## src/rtl/uart_debug_bridge.sv

```systemverilog
// uart_debug_bridge: host-command responder behind uart_controller.
// Decodes ping (0x50), 32-bit write (0x57) and 32-bit read (0x52) commands
// arriving as bytes, runs single-beat bus transactions and returns reply
// bytes through the transmit handshake.
//
// Ports:
//   clk, rst           : clock, synchronous active-high reset
//   rev_data[7:0]      : received byte, pending while rev_data_valid is high
//   rev_data_valid     : a received byte is waiting
//   rev_data_invalid   : combinational consume strobe, one cycle per byte
//   send_data[7:0]     : byte to transmit, stable while send is high
//   send               : one-cycle transmit request
//   send_busy          : transmitter busy
//   bus_req/bus_we     : bus request, write enable (held until bus_ack)
//   bus_addr/bus_wdata : transaction address and write data
//   bus_ack/bus_rdata  : completion strobe and read data
module uart_debug_bridge #(
  parameter int unsigned TIMEOUT_CYCLES = 1000000
) (
  input  logic        clk,
  input  logic        rst,
  input  logic [7:0]  rev_data,
  input  logic        rev_data_valid,
  output logic        rev_data_invalid,
  output logic [7:0]  send_data,
  output logic        send,
  input  logic        send_busy,
  output logic        bus_req,
  output logic        bus_we,
  output logic [31:0] bus_addr,
  output logic [31:0] bus_wdata,
  input  logic        bus_ack,
  input  logic [31:0] bus_rdata
);

  localparam int unsigned TMO_W = $clog2(TIMEOUT_CYCLES + 1);

  localparam logic [2:0] S_IDLE    = 3'd0;
  localparam logic [2:0] S_RX_ADDR = 3'd1;
  localparam logic [2:0] S_RX_DATA = 3'd2;
  localparam logic [2:0] S_BUS     = 3'd3;
  localparam logic [2:0] S_TX      = 3'd4;
  localparam logic [2:0] S_TX_WAIT = 3'd5;

  localparam logic [7:0] OP_PING  = 8'h50;
  localparam logic [7:0] OP_WRITE = 8'h57;
  localparam logic [7:0] OP_READ  = 8'h52;
  localparam logic [7:0] RSP_OK   = 8'h4B;
  localparam logic [7:0] RSP_ERR  = 8'h45;

  logic [2:0]       state_q, state_d;
  logic [2:0]       byte_cnt_q, byte_cnt_d;
  logic [TMO_W-1:0] tmo_q, tmo_d;
  logic [31:0]      rbuf_q, rbuf_d;      // reply bytes not yet sent, LSB next
  logic [2:0]       tx_left_q, tx_left_d;
  logic             seen_busy_q, seen_busy_d;

  logic        send_d;
  logic [7:0]  send_data_d;
  logic        bus_req_d;
  logic        bus_we_d;
  logic [31:0] bus_addr_d;
  logic [31:0] bus_wdata_d;

  logic        consume;
  logic        tmo_hit;
  logic        launch;
  logic [31:0] l_val;
  logic [2:0]  l_cnt;

  // Bytes are only taken in the receive states; others stay pending.
  assign consume = rev_data_valid && !rst &&
                   ((state_q == S_IDLE) || (state_q == S_RX_ADDR) ||
                    (state_q == S_RX_DATA));
  assign rev_data_invalid = consume;

  assign tmo_hit = (tmo_q == TMO_W'(TIMEOUT_CYCLES - 1));

  // Next-state and datapath decode.
  always_comb begin
    state_d     = state_q;
    byte_cnt_d  = byte_cnt_q;
    tmo_d       = tmo_q;
    rbuf_d      = rbuf_q;
    tx_left_d   = tx_left_q;
    seen_busy_d = seen_busy_q;
    send_d      = 1'b0;
    send_data_d = send_data;
    bus_req_d   = bus_req;
    bus_we_d    = bus_we;
    bus_addr_d  = bus_addr;
    bus_wdata_d = bus_wdata;
    launch      = 1'b0;
    l_val       = rbuf_q;
    l_cnt       = tx_left_q;

    case (state_q)
      S_IDLE: begin
        if (consume) begin
          tmo_d      = '0;
          byte_cnt_d = '0;
          case (rev_data)
            OP_WRITE: begin
              bus_we_d = 1'b1;
              state_d  = S_RX_ADDR;
            end
            OP_READ: begin
              bus_we_d = 1'b0;
              state_d  = S_RX_ADDR;
            end
            OP_PING: begin
              launch = 1'b1;
              l_val  = 32'(RSP_OK);
              l_cnt  = 3'd1;
            end
            default: begin
              launch = 1'b1;
              l_val  = 32'(RSP_ERR);
              l_cnt  = 3'd1;
            end
          endcase
        end
      end

      S_RX_ADDR, S_RX_DATA: begin
        if (consume) begin
          tmo_d = '0;
          // Little-endian: each byte enters at the top and shifts down.
          if (state_q == S_RX_ADDR) bus_addr_d = {rev_data, bus_addr[31:8]};
          else                      bus_wdata_d = {rev_data, bus_wdata[31:8]};
          if (byte_cnt_q == 3'd3) begin
            byte_cnt_d = '0;
            if ((state_q == S_RX_ADDR) && bus_we) begin
              state_d = S_RX_DATA;
            end else begin
              state_d   = S_BUS;
              bus_req_d = 1'b1;
            end
          end else begin
            byte_cnt_d = byte_cnt_q + 3'd1;
          end
        end else if (tmo_hit) begin
          // Stalled host: drop the partial command silently.
          state_d     = S_IDLE;
          tmo_d       = '0;
          byte_cnt_d  = '0;
          bus_addr_d  = '0;
          bus_wdata_d = '0;
        end else begin
          tmo_d = tmo_q + TMO_W'(1);
        end
      end

      S_BUS: begin
        if (bus_ack) begin
          bus_req_d = 1'b0;
          launch    = 1'b1;
          if (bus_we) begin
            l_val = 32'(RSP_OK);
            l_cnt = 3'd1;
          end else begin
            l_val = bus_rdata;
            l_cnt = 3'd4;
          end
        end
      end

      S_TX: begin
        launch = 1'b1;
      end

      S_TX_WAIT: begin
        // A byte is done only after busy has been seen rising and falling.
        if (send_busy) begin
          seen_busy_d = 1'b1;
        end else if (seen_busy_q) begin
          if (tx_left_q != 3'd0) launch  = 1'b1;
          else                   state_d = S_IDLE;
        end
      end

      default: begin
        state_d = S_IDLE;
      end
    endcase

    // Shared transmit launch: send now if the transmitter is free,
    // otherwise park the reply in TX until it is.
    if (launch) begin
      if (!send_busy) begin
        send_d      = 1'b1;
        send_data_d = l_val[7:0];
        rbuf_d      = l_val >> 8;
        tx_left_d   = l_cnt - 3'd1;
        seen_busy_d = 1'b0;
        state_d     = S_TX_WAIT;
      end else begin
        rbuf_d    = l_val;
        tx_left_d = l_cnt;
        state_d   = S_TX;
      end
    end
  end

  // State and output registers.
  always_ff @(posedge clk) begin
    if (rst) begin
      state_q     <= S_IDLE;
      byte_cnt_q  <= '0;
      tmo_q       <= '0;
      rbuf_q      <= '0;
      tx_left_q   <= '0;
      seen_busy_q <= 1'b0;
      send        <= 1'b0;
      send_data   <= '0;
      bus_req     <= 1'b0;
      bus_we      <= 1'b0;
      bus_addr    <= '0;
      bus_wdata   <= '0;
    end else begin
      state_q     <= state_d;
      byte_cnt_q  <= byte_cnt_d;
      tmo_q       <= tmo_d;
      rbuf_q      <= rbuf_d;
      tx_left_q   <= tx_left_d;
      seen_busy_q <= seen_busy_d;
      send        <= send_d;
      send_data   <= send_data_d;
      bus_req     <= bus_req_d;
      bus_we      <= bus_we_d;
      bus_addr    <= bus_addr_d;
      bus_wdata   <= bus_wdata_d;
    end
  end

endmodule

```

## config.mk

```make
export PLATFORM = sky130hd
export DESIGN_NAME = uart_debug_bridge
export DESIGN_NICKNAME = d
export VERILOG_FILES = /design/src/rtl/uart_debug_bridge.sv
export SDC_FILE = /design/constraint.sdc
export NUM_CORES = 1
export LEC_CHECK = 0
export CAP_MARGIN = 30
export CORE_UTILIZATION = 52
export DETAILED_ROUTE_END_ITERATION = 6
export GPL_TIMING_DRIVEN = 0
export PLACE_DENSITY = 0.77
export SYNTH_ARGS = -nofsm -noshare
export SYNTH_HDL_FRONTEND = slang
export SYNTH_SLANG_ARGS = --single-unit
```

## constraint.sdc

```tcl
create_clock -name clk -period 3.03 [get_ports clk]
set_input_delay 0.4545 -clock clk [delete_from_list [all_inputs] [get_ports clk]]
set_output_delay 0.4545 -clock clk [all_outputs]
set_load 0.005 [all_outputs]
```

* Word level (Yosys, flattened, before mapping)
Index checks and enable logic that the tools add are counted.
** Word-level totals
- Memories :: 0
- Bits in registers :: 137
- Latch bits :: 0
- ROM bits :: 0
- Bits in writable memories :: 0
** Operators by class
- Shifts and indexed selects :: 0
- Add/sub/neg operators :: 3
- Bitwise logic cells :: 2
- Mux-type cells :: 55
- Reduce and logical (&&, ||, !) cells :: 24
- Magnitude comparators :: 0
- Multiply operators :: 0
- Eq/ne operators :: 26
- Divide/modulo/power cells :: 0
** Operators by type and width (number)
- $mux W32 :: 9
- $pmux W32 S2 :: 2
- $mux W20 :: 3
- $mux W3 :: 17
- $pmux W20 S2 :: 1
- $eq A8 B7 Y1 const B :: 3
- $add A20 B1 Y20 const B :: 1
- $eq A20 B20 Y1 const B :: 1
- $ne A3 B3 Y1 const B :: 6
- $mux W1 :: 17
- $ne A2 B2 Y1 const B :: 6
- $pmux W3 S2 :: 2
- $pmux W3 S4 :: 1
- $reduce_and A3 Y1 :: 4
- $eq A3 B2 Y1 const B :: 3
- $ne A4 B4 Y1 const B :: 2
- $reduce_and A8 Y1 :: 1
- $reduce_bool A2 Y1 :: 4
- $reduce_or A2 Y1 :: 4
- $eq A3 B3 Y1 const B :: 2
- $reduce_and A5 Y1 :: 1
- $ne A2 B1 Y1 const B :: 2
- $pmux W1 S2 :: 2
- $pmux W1 S4 :: 1
- other kinds (10) :: 15

* Logic depth before layout (Yosys ltp)
Gate-level depths: netlist of the first run.
- Word-level depth :: 8
- Gate-level depth with buffers :: 12
- Depth with buffers taken out :: 9

* Worst setup path before layout of the first run
Ideal clock, no wire load.
- Kind :: input -> register
- From :: input bus_ack
- To :: register tx_left_q[2]
- Path buffers :: 2
- Stages on the path :: 11
- Data required time :: 2956 ps
- Slack :: 771 ps
- Arrival :: 2185 ps
- Path through :: nand4b_1 -> nor2_1 -> buf_4 -> buf_2 -> o22ai_1 -> inv_1 -> ha_1 -> nor2b_1 -> o21ai_0 -> a311o_1 -> a31oi_1
** On the way
- Word-level cells in the longest chain between the ends :: 4
** RTL lines
- from (decl) :: RTL line 32 : input logic bus_ack,
- $mux W3 :: RTL line 155 : if (bus_ack) begin
- $pmux W3 S2 :: RTL line 97 : case (state_q)
- $sub A3 B1 Y3 :: RTL line 194 : tx_left_d = l_cnt - 3'd1;
- $mux W3 :: RTL line 190 : if (!send_busy) begin
- to (signal assigned) :: RTL line 225 : tx_left_q <= tx_left_d;
- to (decl) :: RTL line 55 : logic [2:0] tx_left_q, tx_left_d;
Several ways; a longest one is shown, not always the timed one.
A chain may end at the register's enable or synchronous reset.

* Worst setup path after layout of the first run
- From :: input rev_data_valid
- To :: output rev_data_invalid
** On the way
- Word-level cells in the longest chain between the ends :: 2
** RTL lines
- from (decl) :: RTL line 23 : input logic rev_data_valid,
- $logic_and A1 B1 Y1 (2 in a row) :: RTL line 72 : assign consume = rev_data_valid && !rst &&
- to (decl) :: RTL line 24 : output logic rev_data_invalid,
Every way passes these cells.

==> results_tabular.tex, run 1 <==
\begin{tabular}{lr}
\hline
Metric & Value \\
\hline
\multicolumn{2}{l}{\textbf{Finish}} \\
Area of the multi-input gates & 3330 sq um \\
Fin area & roughly 8400 sq um \\
Relative area change from synthesis to final layout & 31.6\% \\
Layout cell share with drive strength beyond 1 & 0.104 \\
Final net count & 869 \\
Fill cell instance count of the final layout & 965 \\
Most common cell after layout, fill and taps aside & sky130\_fd\_sc\_hd\_\_dfxtp\_1 \\
Area taken by flip-flops and latches & 2740 sq um \\
Number of antenna diodes & 0 \\
Commonest cells after routing, fill and taps aside & sky130\_fd\_sc\_hd\_\_dfxtp\_1, sky130\_fd\_sc\_hd\_\_clkdlybuf4s50\_1, sky130\_fd\_sc\_hd\_\_a21oi\_1 \\
\multicolumn{2}{l}{\textbf{Synth}} \\
Post-synthesis async set-or-reset flop share & 0 \\
Synth Register Bits & 137 \\
Post-synth EDFFs & 0 \\
Sequential share of the synthesized area & 0.429 \\
Prevailing post-synth register cell & sky130\_fd\_sc\_hd\_\_dfxtp\_1 \\
Count of cell types in the netlist & 76 \\
Net count after synthesis & between 700 and 800 \\
Post-Synthesis Cells & 682 \\
Mapped cell area & approximately 6400 sq um \\
Number of warnings reported in the yosys synthesis log & 0 \\
Post-synthesis average cell area & 9.38 sq um \\
\multicolumn{2}{l}{\textbf{Route}} \\
Total DRC errors in the routed layout & 0 \\
Number of nets still failing antenna checks after routing & 0 \\
Vias & 6381 \\
Sum of routed wire length over all layers & 19200 um \\
TritonRoute pass-1 iters & 5 \\
First DRT Iteration DRCs & 603 \\
Average vias per placed instance & around 6.5 \\
Routed length per placed instance & 19.6 um \\
\multicolumn{2}{l}{\textbf{Floorplan}} \\
Die Span Y & approximately 110 um \\
Die X & about 110 um \\
Area inside the core boundary & 12000 sq um \\
Num rows & 40 \\
Die outline area & 12700 sq um \\
Total I/O pin count & 121 \\
Initial Util & 0.532 \\
\multicolumn{2}{l}{\textbf{Worst setup path}} \\
Nature of the critical path endpoint & output port \\
Highest fanout seen on the critical path & 16 \\
Kind of critical path & in -> out \\
Most Frequent Cell on Critical Path & sky130\_fd\_sc\_hd\_\_clkdlybuf4s50\_1 \\
Path depth of the worst reg2reg path & 13 \\
Critical path required time & approximately 2600 ps \\
Critical R2R Launch & state\_q[0]\$\_SDFFE\_PP0P\_ \\
Worst-case register-to-register setup slack & 420 ps \\
CP Cell Sequence & clkdlybuf4s50\_1 > nand2b\_1 > buf\_2 > or2\_1 > inv\_2 > clkdlybuf4s50\_1 \\
Cell family with most CP delay & buffers and inverters \\
Worst path max stage delay & slightly below 600 ps \\
Slowest library cell on the worst path & sky130\_fd\_sc\_hd\_\_clkdlybuf4s50\_1 \\
Buffer and inverter count on the worst path & 4 \\
Kind of launch point of the worst setup path & input pin \\
Capturing point of the worst reg2reg path & tx\_left\_q[2]\$\_SDFFE\_PP0P\_ \\
Data arrival time of the worst path & 2390 ps \\
\multicolumn{2}{l}{\textbf{Clock network}} \\
Root Driver & sky130\_fd\_sc\_hd\_\_clkbuf\_16 \\
CTS tree & built \\
\# hold bufs at CTS & 0 \\
Skew-Pair Late Insertion Delay & about 430 ps \\
Number of buffers created by CTS & 17 \\
Clock Sinks & 137 \\
\# H-tree levels & 4 \\
Clock slew at the register clock pins of the worst setup and hold paths & about 60 ps \\
Largest buffer count on any clock path & 2 \\
\multicolumn{2}{l}{\textbf{GRT}} \\
Global-route wire length before repair & 30900 um \\
GRT Overall Usage & 0.306 \\
Maximum number of pins on one net before global-route repair & 17 \\
Vias in the first global route & just over 6000 \\
Number of antenna violations at the first check in global routing & 0 \\
Total congestion overflow & 0 \\
\multicolumn{2}{l}{\textbf{STA}} \\
Final number of max-transition violations & 0 \\
Maximum clock rate & about 350 MHz \\
Period Utilization, post-route & 0.938 \\
RSZ-0062 raised after global routing & false \\
Slew @ Worst Pin & 967 ps \\
Setup TNS & 0 ps \\
Number of failing setup endpoints in the final timing report & 0 \\
Tmin final & 2840 ps \\
Worst rel slew slack & 0.350 \\
Final Hold Fails & 0 \\
Largest clock skew in the final design & 5.88 ps \\
Least setup slack across all paths after layout & 187 ps \\
\multicolumn{2}{l}{\textbf{Job}} \\
Max-capacitance violation count & 0 \\
\multicolumn{2}{l}{\textbf{Power and ir drop}} \\
Total power per unit cell area & 640 nW/um\^{}2 \\
Worst vdd ir & 0.000414 V \\
Leakage power figure & between 2 and 3 nW \\
Power Total & 5.39 mW \\
\multicolumn{2}{l}{\textbf{Placement}} \\
Placed cell area & 7780 sq um \\
HPWL Detailed & 13500 um \\
Routability Congestion & slightly below 0.9 \\
Count of port buffers added during placement & 120 \\
Worst slack at placement & -304 ps \\
\multicolumn{2}{l}{\textbf{Worst hold path}} \\
Beginning of the worst hold path & rbuf\_q[25]\$\_SDFFE\_PP0P\_ \\
End point of the most critical hold path & rbuf\_q[25]\$\_SDFFE\_PP0P\_ \\
Cell depth of the worst min-delay path & 2 \\
Worst min-delay path category & reg -> reg \\
\multicolumn{2}{l}{\textbf{Run status}} \\
Status & completed \\
\hline
\end{tabular}
## layer usage
metal	up-vias	part of all wire	GRT usage
met5	-	0	0
met4	0	0.025	0.130
met3	49	0.076	0.0637
met2	274	0.48	0.502
met1	3108	0.42	0.391
li1	2950	-	-
## cell usage after synthesis (3+ instances only)
cell type / instances / share of area
sky130_fd_sc_hd__mux2i_1: 3 / 0.0047
sky130_fd_sc_hd__o21ai_1: 7 / 0.0055
sky130_fd_sc_hd__a22oi_1: 4 / 0.0047
sky130_fd_sc_hd__and3_1: 3 / 0.0029
sky130_fd_sc_hd__or3_1: 15 / 0.015
sky130_fd_sc_hd__nor4b_1: 3 / 0.0041
sky130_fd_sc_hd__a32o_1: 21 / 0.033
sky130_fd_sc_hd__nand3_1: 18 / 0.014
sky130_fd_sc_hd__ha_1: 3 / 0.0059
sky130_fd_sc_hd__buf_2: 22 / 0.017
sky130_fd_sc_hd__a221oi_1: 3 / 0.0041
sky130_fd_sc_hd__a31oi_1: 4 / 0.0039
sky130_fd_sc_hd__a221o_1: 27 / 0.042
sky130_fd_sc_hd__nand2b_1: 11 / 0.011
sky130_fd_sc_hd__nand4_1: 5 / 0.0049
sky130_fd_sc_hd__buf_1: 4 / 0.0023
sky130_fd_sc_hd__a41oi_1: 4 / 0.0055
sky130_fd_sc_hd__nor2b_1: 6 / 0.0059
sky130_fd_sc_hd__xnor2_1: 5 / 0.0068
sky130_fd_sc_hd__a311oi_1: 11 / 0.015
sky130_fd_sc_hd__a21o_1: 3 / 0.0035
sky130_fd_sc_hd__nor2_1: 30 / 0.018
sky130_fd_sc_hd__nand4b_1: 8 / 0.011
sky130_fd_sc_hd__buf_4: 3 / 0.0035
sky130_fd_sc_hd__inv_1: 5 / 0.0029
sky130_fd_sc_hd__clkbuf_1: 25 / 0.015
sky130_fd_sc_hd__a211oi_1: 14 / 0.016
sky130_fd_sc_hd__dfxtp_1: 137 / 0.43
sky130_fd_sc_hd__nor3_1: 11 / 0.0086
sky130_fd_sc_hd__buf_6: 5 / 0.0088
sky130_fd_sc_hd__o211ai_1: 14 / 0.016
sky130_fd_sc_hd__or2_2: 4 / 0.0039
sky130_fd_sc_hd__and2_1: 13 / 0.013
sky130_fd_sc_hd__o211a_1: 4 / 0.0063
sky130_fd_sc_hd__a311o_1: 4 / 0.0063
sky130_fd_sc_hd__a211o_1: 3 / 0.0041
sky130_fd_sc_hd__o21ai_0: 23 / 0.018
sky130_fd_sc_hd__a21oi_1: 54 / 0.042
sky130_fd_sc_hd__nor3b_1: 3 / 0.0035
sky130_fd_sc_hd__nand2_1: 46 / 0.027
sky130_fd_sc_hd__a22o_1: 50 / 0.068
## final cells by class
| type | instances | area share |
|---|---|---|
| plain buffers | 59 | 0.0355 |
| repair buffers | 121 | 0.143 |
| clock buffers | 17 | 0.0506 |
| inverters | 6 | 0.00268 |
| well taps | 147 | 0.0219 |
| flip-flops and latches | 137 | 0.326 |
| clock inverters | 15 | 0.0236 |
| multi-input cells | 479 | 0.396 |
## where the power goes
group | total [mW] | internal (mW) | switching, mW
logic | 1.22 | 0.477 | 0.739
registers | 1.98 | 1.90 | 0.0759
clock network | 2.19 | 1.38 | 0.813
## logic make-up (layout without fill, tap and decap cells)
kind of cell             count (synthesis)  after routing  synth area share
AO/OA/AOI/OAI                          272            272             0.331
AND/OR/NAND/NOR                        195            195             0.171
flip-flops                             137            137             0.429
buffers and inverters                   66            218            0.0509
XOR/XNOR                                 6              6           0.00822
adder cells (fa/ha/maj)                  3              3           0.00587
multiplexers                             3              3           0.00470
## worst max-delay path by stage
stage                                     end  cells after the start  slack [ps]      startpoint
floorplan           tx_left_q[2]$_SDFFE_PP0P_                     11         770         bus_ack
global placement             rev_data_invalid                      7        -310             rst
detailed placement           rev_data_invalid                      7        -300             rst
CTS                 tx_left_q[2]$_SDFFE_PP0P_                     12         150         bus_ack
global route        tx_left_q[2]$_SDFFE_PP0P_                     10          80     rev_data[1]
finish                       rev_data_invalid                      6         190  rev_data_valid
## worst min-delay path, stage by stage (launching register included)
cell and delay [ps]:
sky130_fd_sc_hd__dfxtp_1 310, sky130_fd_sc_hd__nand2_1 50, sky130_fd_sc_hd__a21oi_1 50
## timing repair
item                                    in CTS  in global routing
endpoints found under the hold margin        0                  0
resized for setup                            1                  2
pin swaps                                    0                  1
endpoints found under the setup margin       1                  1
buffers inserted                             0                  1
gates cloned                                 0                  0
## flip-flops by register name (all words and copies together) (netlist names), 3 cells and up
name,cells
tmo_q,20
byte_cnt_q,3
state_q,3
bus_wdata,32
send_data,8
rbuf_q,32
tx_left_q,3
bus_addr,32
## stage by stage
stage / hold slack, ps / utilization / instances
finish: 454 / 0.701 / 981
global route: 478 / 0.701 / 981
detailed placement: 444 / 0.648 / 949
floorplan: 420 / - / 682
global placement: 435 / 0.648 / 949
CTS: 454 / 0.699 / 980
Note: power is estimated with default switching activity, not from simulation.
==> run 2, diff against run 1 <==
--- a/config.mk
+++ b/config.mk
@@ -5,11 +5,13 @@
 export SDC_FILE = /design/constraint.sdc
 export NUM_CORES = 1
 export LEC_CHECK = 0
+export ABC_AREA = 1
 export CAP_MARGIN = 30
-export CORE_UTILIZATION = 52
+export CORE_UTILIZATION = 28
+export CTS_CLUSTER_SIZE = 20
 export DETAILED_ROUTE_END_ITERATION = 6
 export GPL_TIMING_DRIVEN = 0
-export PLACE_DENSITY = 0.77
+export PLACE_DENSITY = 0.45
 export SYNTH_ARGS = -nofsm -noshare
 export SYNTH_HDL_FRONTEND = slang
 export SYNTH_SLANG_ARGS = --single-unit
==> results_tabular.tex, run 2 <==
\begin{tabular}{lr}
\hline
Metric & Value \\
\hline
\multicolumn{2}{l}{\textbf{Synth}} \\
Area share of the largest cell type after synthesis & 0.422 (was 0.429) \\
Sequential share of the synthesized area & 0.422 (was 0.429) \\
Compound-cell area share of the yosys netlist & 0.0986 (was 0.331) \\
Synth Register Bits & 137 (unchanged) \\
Multiplexer share of the synthesized area & 0 (was 0.00470) \\
Count of cell types in the netlist & 35 (was 76) \\
Most area-consuming cells after synthesis & sky130\_fd\_sc\_hd\_\_dfxtp\_1, sky130\_fd\_sc\_hd\_\_nand2\_1, sky130\_fd\_sc\_hd\_\_nand3\_1, sky130\_fd\_sc\_hd\_\_inv\_1, sky130\_fd\_sc\_hd\_\_a21oi\_1 (was sky130\_fd\_sc\_hd\_\_dfxtp\_1, sky130\_fd\_sc\_hd\_\_a22o\_1, sky130\_fd\_sc\_hd\_\_a21oi\_1, sky130\_fd\_sc\_hd\_\_a221o\_1, sky130\_fd\_sc\_hd\_\_a32o\_1) \\
Synth cell count leaders & sky130\_fd\_sc\_hd\_\_nand2\_1, sky130\_fd\_sc\_hd\_\_dfxtp\_1, sky130\_fd\_sc\_hd\_\_nand3\_1 (was sky130\_fd\_sc\_hd\_\_dfxtp\_1, sky130\_fd\_sc\_hd\_\_a21oi\_1, sky130\_fd\_sc\_hd\_\_a22o\_1) \\
Xor and xnor area share after synthesis & 0.00404 (was 0.00822) \\
Post-synthesis async set-or-reset flop share & 0 (unchanged) \\
Number of warnings reported in the yosys synthesis log & 0 (unchanged) \\
Simple-gate portion of the synthesized area & 0.384 (was 0.171) \\
Library cell occupying the most area in the post-synthesis netlist & sky130\_fd\_sc\_hd\_\_dfxtp\_1 (unchanged) \\
Post-synthesis adder-cell area fraction & 0.00578 (was 0.00587) \\
Post-synth EDFFs & 0 (unchanged) \\
Post-Synthesis Cells & 978 (was 682) \\
Combinational family with the most area after synthesis & simple AND/OR/NAND/NOR gates (was compound AO/OA/AOI/OAI gates) \\
Prevailing post-synth register cell & sky130\_fd\_sc\_hd\_\_dfxtp\_1 (unchanged) \\
Post-synthesis average cell area & 6.64 sq um (was 9.38 sq um) \\
Most instantiated library cell after synthesis & sky130\_fd\_sc\_hd\_\_nand2\_1 (was sky130\_fd\_sc\_hd\_\_dfxtp\_1) \\
Net count after synthesis & 1026 (was 730) \\
Mapped cell area & 6500 sq um (was 6390 sq um) \\
\multicolumn{2}{l}{\textbf{Clock network}} \\
Number of buffers created by CTS & 17 (unchanged) \\
Clock Sinks & 137 (unchanged) \\
Clock slew at the register clock pins of the worst setup and hold paths & 60 ps (about the same) \\
Largest buffer count on any clock path & 2 (unchanged) \\
Skew-Pair Late Insertion Delay & 430 ps (about the same) \\
Number of instances resized during post-cts repair & 0 (was 1) \\
Root Driver & sky130\_fd\_sc\_hd\_\_clkbuf\_16 (unchanged) \\
\# hold bufs at CTS & 0 (unchanged) \\
\# H-tree levels & 4 (unchanged) \\
Buffers inserted during post-CTS setup optimization & 0 (unchanged) \\
CTS tree & built (unchanged) \\
\multicolumn{2}{l}{\textbf{Floorplan}} \\
Num rows & 55 (was 40) \\
Die outline area & 23800 sq um (was 12700 sq um) \\
Initial Util & 0.286 (was 0.532) \\
Die X & 154 um (was 113 um) \\
Total I/O pin count & 121 (unchanged) \\
Die Span Y & 154 um (was 113 um) \\
Area inside the core boundary & 22700 sq um (was 12000 sq um) \\
\multicolumn{2}{l}{\textbf{Power and ir drop}} \\
Worst vdd ir & 0.000342 V (was 0.000414 V) \\
Power Total & 5.61 mW (was 5.39 mW) \\
Leakage power figure & 3.65 nW (was 2.97 nW) \\
Total power per unit cell area & 648 nW/um\^{}2 (was 640 nW/um\^{}2) \\
\multicolumn{2}{l}{\textbf{STA}} \\
Slew @ Worst Pin & 662 ps (was 967 ps) \\
Final Hold Fails & 0 (unchanged) \\
Number of failing setup endpoints in the final timing report & 0 (unchanged) \\
RSZ-0062 raised after global routing & false (unchanged) \\
Largest clock skew in the final design & 14.7 ps (was 5.88 ps) \\
Tmin final & 2890 ps (was 2840 ps) \\
Final number of max-transition violations & 0 (unchanged) \\
Maximum clock rate & 346 MHz (was 352 MHz) \\
Period Utilization, post-route & 0.954 (was 0.938) \\
Worst rel slew slack & 0.559 (was 0.350) \\
\multicolumn{2}{l}{\textbf{Placement}} \\
HPWL Detailed & 15200 um (was 13500 um) \\
Count of port buffers added during placement & 120 (unchanged) \\
Placed cell area & 8050 sq um (was 7780 sq um) \\
Routability Congestion & 0.800 (was 0.879) \\
\multicolumn{2}{l}{\textbf{Job}} \\
Max-capacitance violation count & 0 (unchanged) \\
\multicolumn{2}{l}{\textbf{GRT}} \\
Global-route wire length before repair & 33300 um (was 30900 um) \\
Vias in the first global route & 6329 (was 6145) \\
Total congestion overflow & 0 (unchanged) \\
GRT Overall Usage & 0.178 (was 0.306) \\
Number of antenna violations at the first check in global routing & 0 (unchanged) \\
Maximum number of pins on one net before global-route repair & 20 (was 17) \\
\multicolumn{2}{l}{\textbf{Worst setup path}} \\
Data arrival time of the worst path & 2440 ps (was 2390 ps) \\
Slowest library cell on the worst path & sky130\_fd\_sc\_hd\_\_clkdlybuf4s50\_1 (unchanged) \\
Critical path required time & 2580 ps (about the same) \\
Kind of launch point of the worst setup path & input pin (unchanged) \\
Worst-case register-to-register setup slack & 740 ps (was 420 ps) \\
Cell family with most CP delay & buffers and inverters (unchanged) \\
Nature of the critical path endpoint & output port (unchanged) \\
CP Cell Sequence & clkdlybuf4s50\_1 > inv\_2 > nand2\_1 > nor2\_2 > clkbuf\_4 > clkdlybuf4s50\_1 (was clkdlybuf4s50\_1 > nand2b\_1 > buf\_2 > or2\_1 > inv\_2 > clkdlybuf4s50\_1) \\
Kind of critical path & in -> out (unchanged) \\
Most Frequent Cell on Critical Path & sky130\_fd\_sc\_hd\_\_clkdlybuf4s50\_1 (unchanged) \\
Buffer and inverter count on the worst path & 4 (unchanged) \\
Worst path max stage delay & 620 ps (was 580 ps) \\
Highest fanout seen on the critical path & 19 (was 16) \\
\multicolumn{2}{l}{\textbf{Route}} \\
Routed length per placed instance & 14.5 um (was 19.6 um) \\
Total DRC errors in the routed layout & 0 (unchanged) \\
Average vias per placed instance & 4.58 (was 6.50) \\
TritonRoute pass-1 iters & 4 (was 5) \\
First DRT Iteration DRCs & 287 (was 603) \\
Number of nets still failing antenna checks after routing & 0 (unchanged) \\
Sum of routed wire length over all layers & 20500 um (was 19200 um) \\
Vias & 6480 (was 6381) \\
\multicolumn{2}{l}{\textbf{Finish}} \\
Fin area & 8660 sq um (was 8410 sq um) \\
Layout cell share with drive strength beyond 1 & 0.0709 (was 0.104) \\
Number of antenna diodes & 0 (unchanged) \\
Most common cell after layout, fill and taps aside & sky130\_fd\_sc\_hd\_\_nand2\_1 (was sky130\_fd\_sc\_hd\_\_dfxtp\_1) \\
Area of the multi-input gates & 3200 sq um (was 3330 sq um) \\
Fill cell instance count of the final layout & 2496 (was 965) \\
Area taken by flip-flops and latches & 2740 sq um (unchanged) \\
Relative area change from synthesis to final layout & 33.4\% (was 31.6\%) \\
Final net count & 1164 (was 869) \\
Commonest cells after routing, fill and taps aside & sky130\_fd\_sc\_hd\_\_nand2\_1, sky130\_fd\_sc\_hd\_\_dfxtp\_1, sky130\_fd\_sc\_hd\_\_clkdlybuf4s50\_1 (was sky130\_fd\_sc\_hd\_\_dfxtp\_1, sky130\_fd\_sc\_hd\_\_clkdlybuf4s50\_1, sky130\_fd\_sc\_hd\_\_a21oi\_1) \\
Registers with the highest flip-flop counts & bus\_addr x32, bus\_wdata x32, rbuf\_q x32 (unchanged) \\
\multicolumn{2}{l}{\textbf{Run status}} \\
Status & completed (unchanged) \\
\multicolumn{2}{l}{\textbf{Worst hold path}} \\
Worst min-delay path category & reg -> reg (unchanged) \\
\hline
\end{tabular}
## run 2: worst paths after layout
path,startpoint,end,depth (start not counted)
worst max-delay path,rst,rev_data_invalid,6
worst max register to register,state_q[0]$_SDFFE_PP0P_,tx_left_q[2]$_SDFFE_PP0P_,11
worst min-delay path,send_data[5]$_SDFFE_PP0P_,send_data[5]$_SDFFE_PP0P_,2
worst min register to register,send_data[5]$_SDFFE_PP0P_,send_data[5]$_SDFFE_PP0P_,2
## run 2: tightest hold or removal path, cell delays in order (launching register included)
cell and delay, ps:
sky130_fd_sc_hd__dfxtp_1 310, sky130_fd_sc_hd__nand2_1 60, sky130_fd_sc_hd__nand2_1 40
## run 2: layout make-up
type | instances | area share
multi-input cells | 710 | 0.369
flip-flops and latches | 137 | 0.317
repair buffers | 120 | 0.139
clock buffers | 19 | 0.0511
well taps | 285 | 0.0412
inverters | 84 | 0.0364
plain buffers | 46 | 0.0277
clock inverters | 13 | 0.0194
## run 2: where the power goes
group	switching [mW]	total (mW)	internal, mW
registers	0.0653	1.96	1.89
clock network	0.849	2.17	1.32
logic	1.00	1.48	0.475
## run 2: cell families after synthesis
kind of cell             count (synthesis)
buffers and inverters                  131
AND/OR/NAND/NOR                        582
flip-flops                             137
XOR/XNOR                                 3
adder cells (fa/ha/maj)                  3
AO/OA/AOI/OAI                          122
## run 2: routing by layer
layer / wire, um / up-vias / GRT usage
met4: 193 / 0 / 0.0486
met3: 872 / 13 / 0.0353
met1: 10200 / 2914 / 0.240
met2: 9280 / 139 / 0.290
met5: 0 / - / 0
li1: - / 3414 / -
## run 2: metrics by stage
step           std cells   util  TNS, ps  setup WS, ps  hold WS (ps)
2_1_floorplan        978      -        0          1130           435
3_3_place_gp        1383  0.355     -292          -292           440
4_1_cts             1414  0.381        0          24.4           452
3_5_place_dp        1383  0.355     -286          -286           439
6_report            1414  0.381        0           139           449
5_1_grt             1414  0.381        0          35.6           468
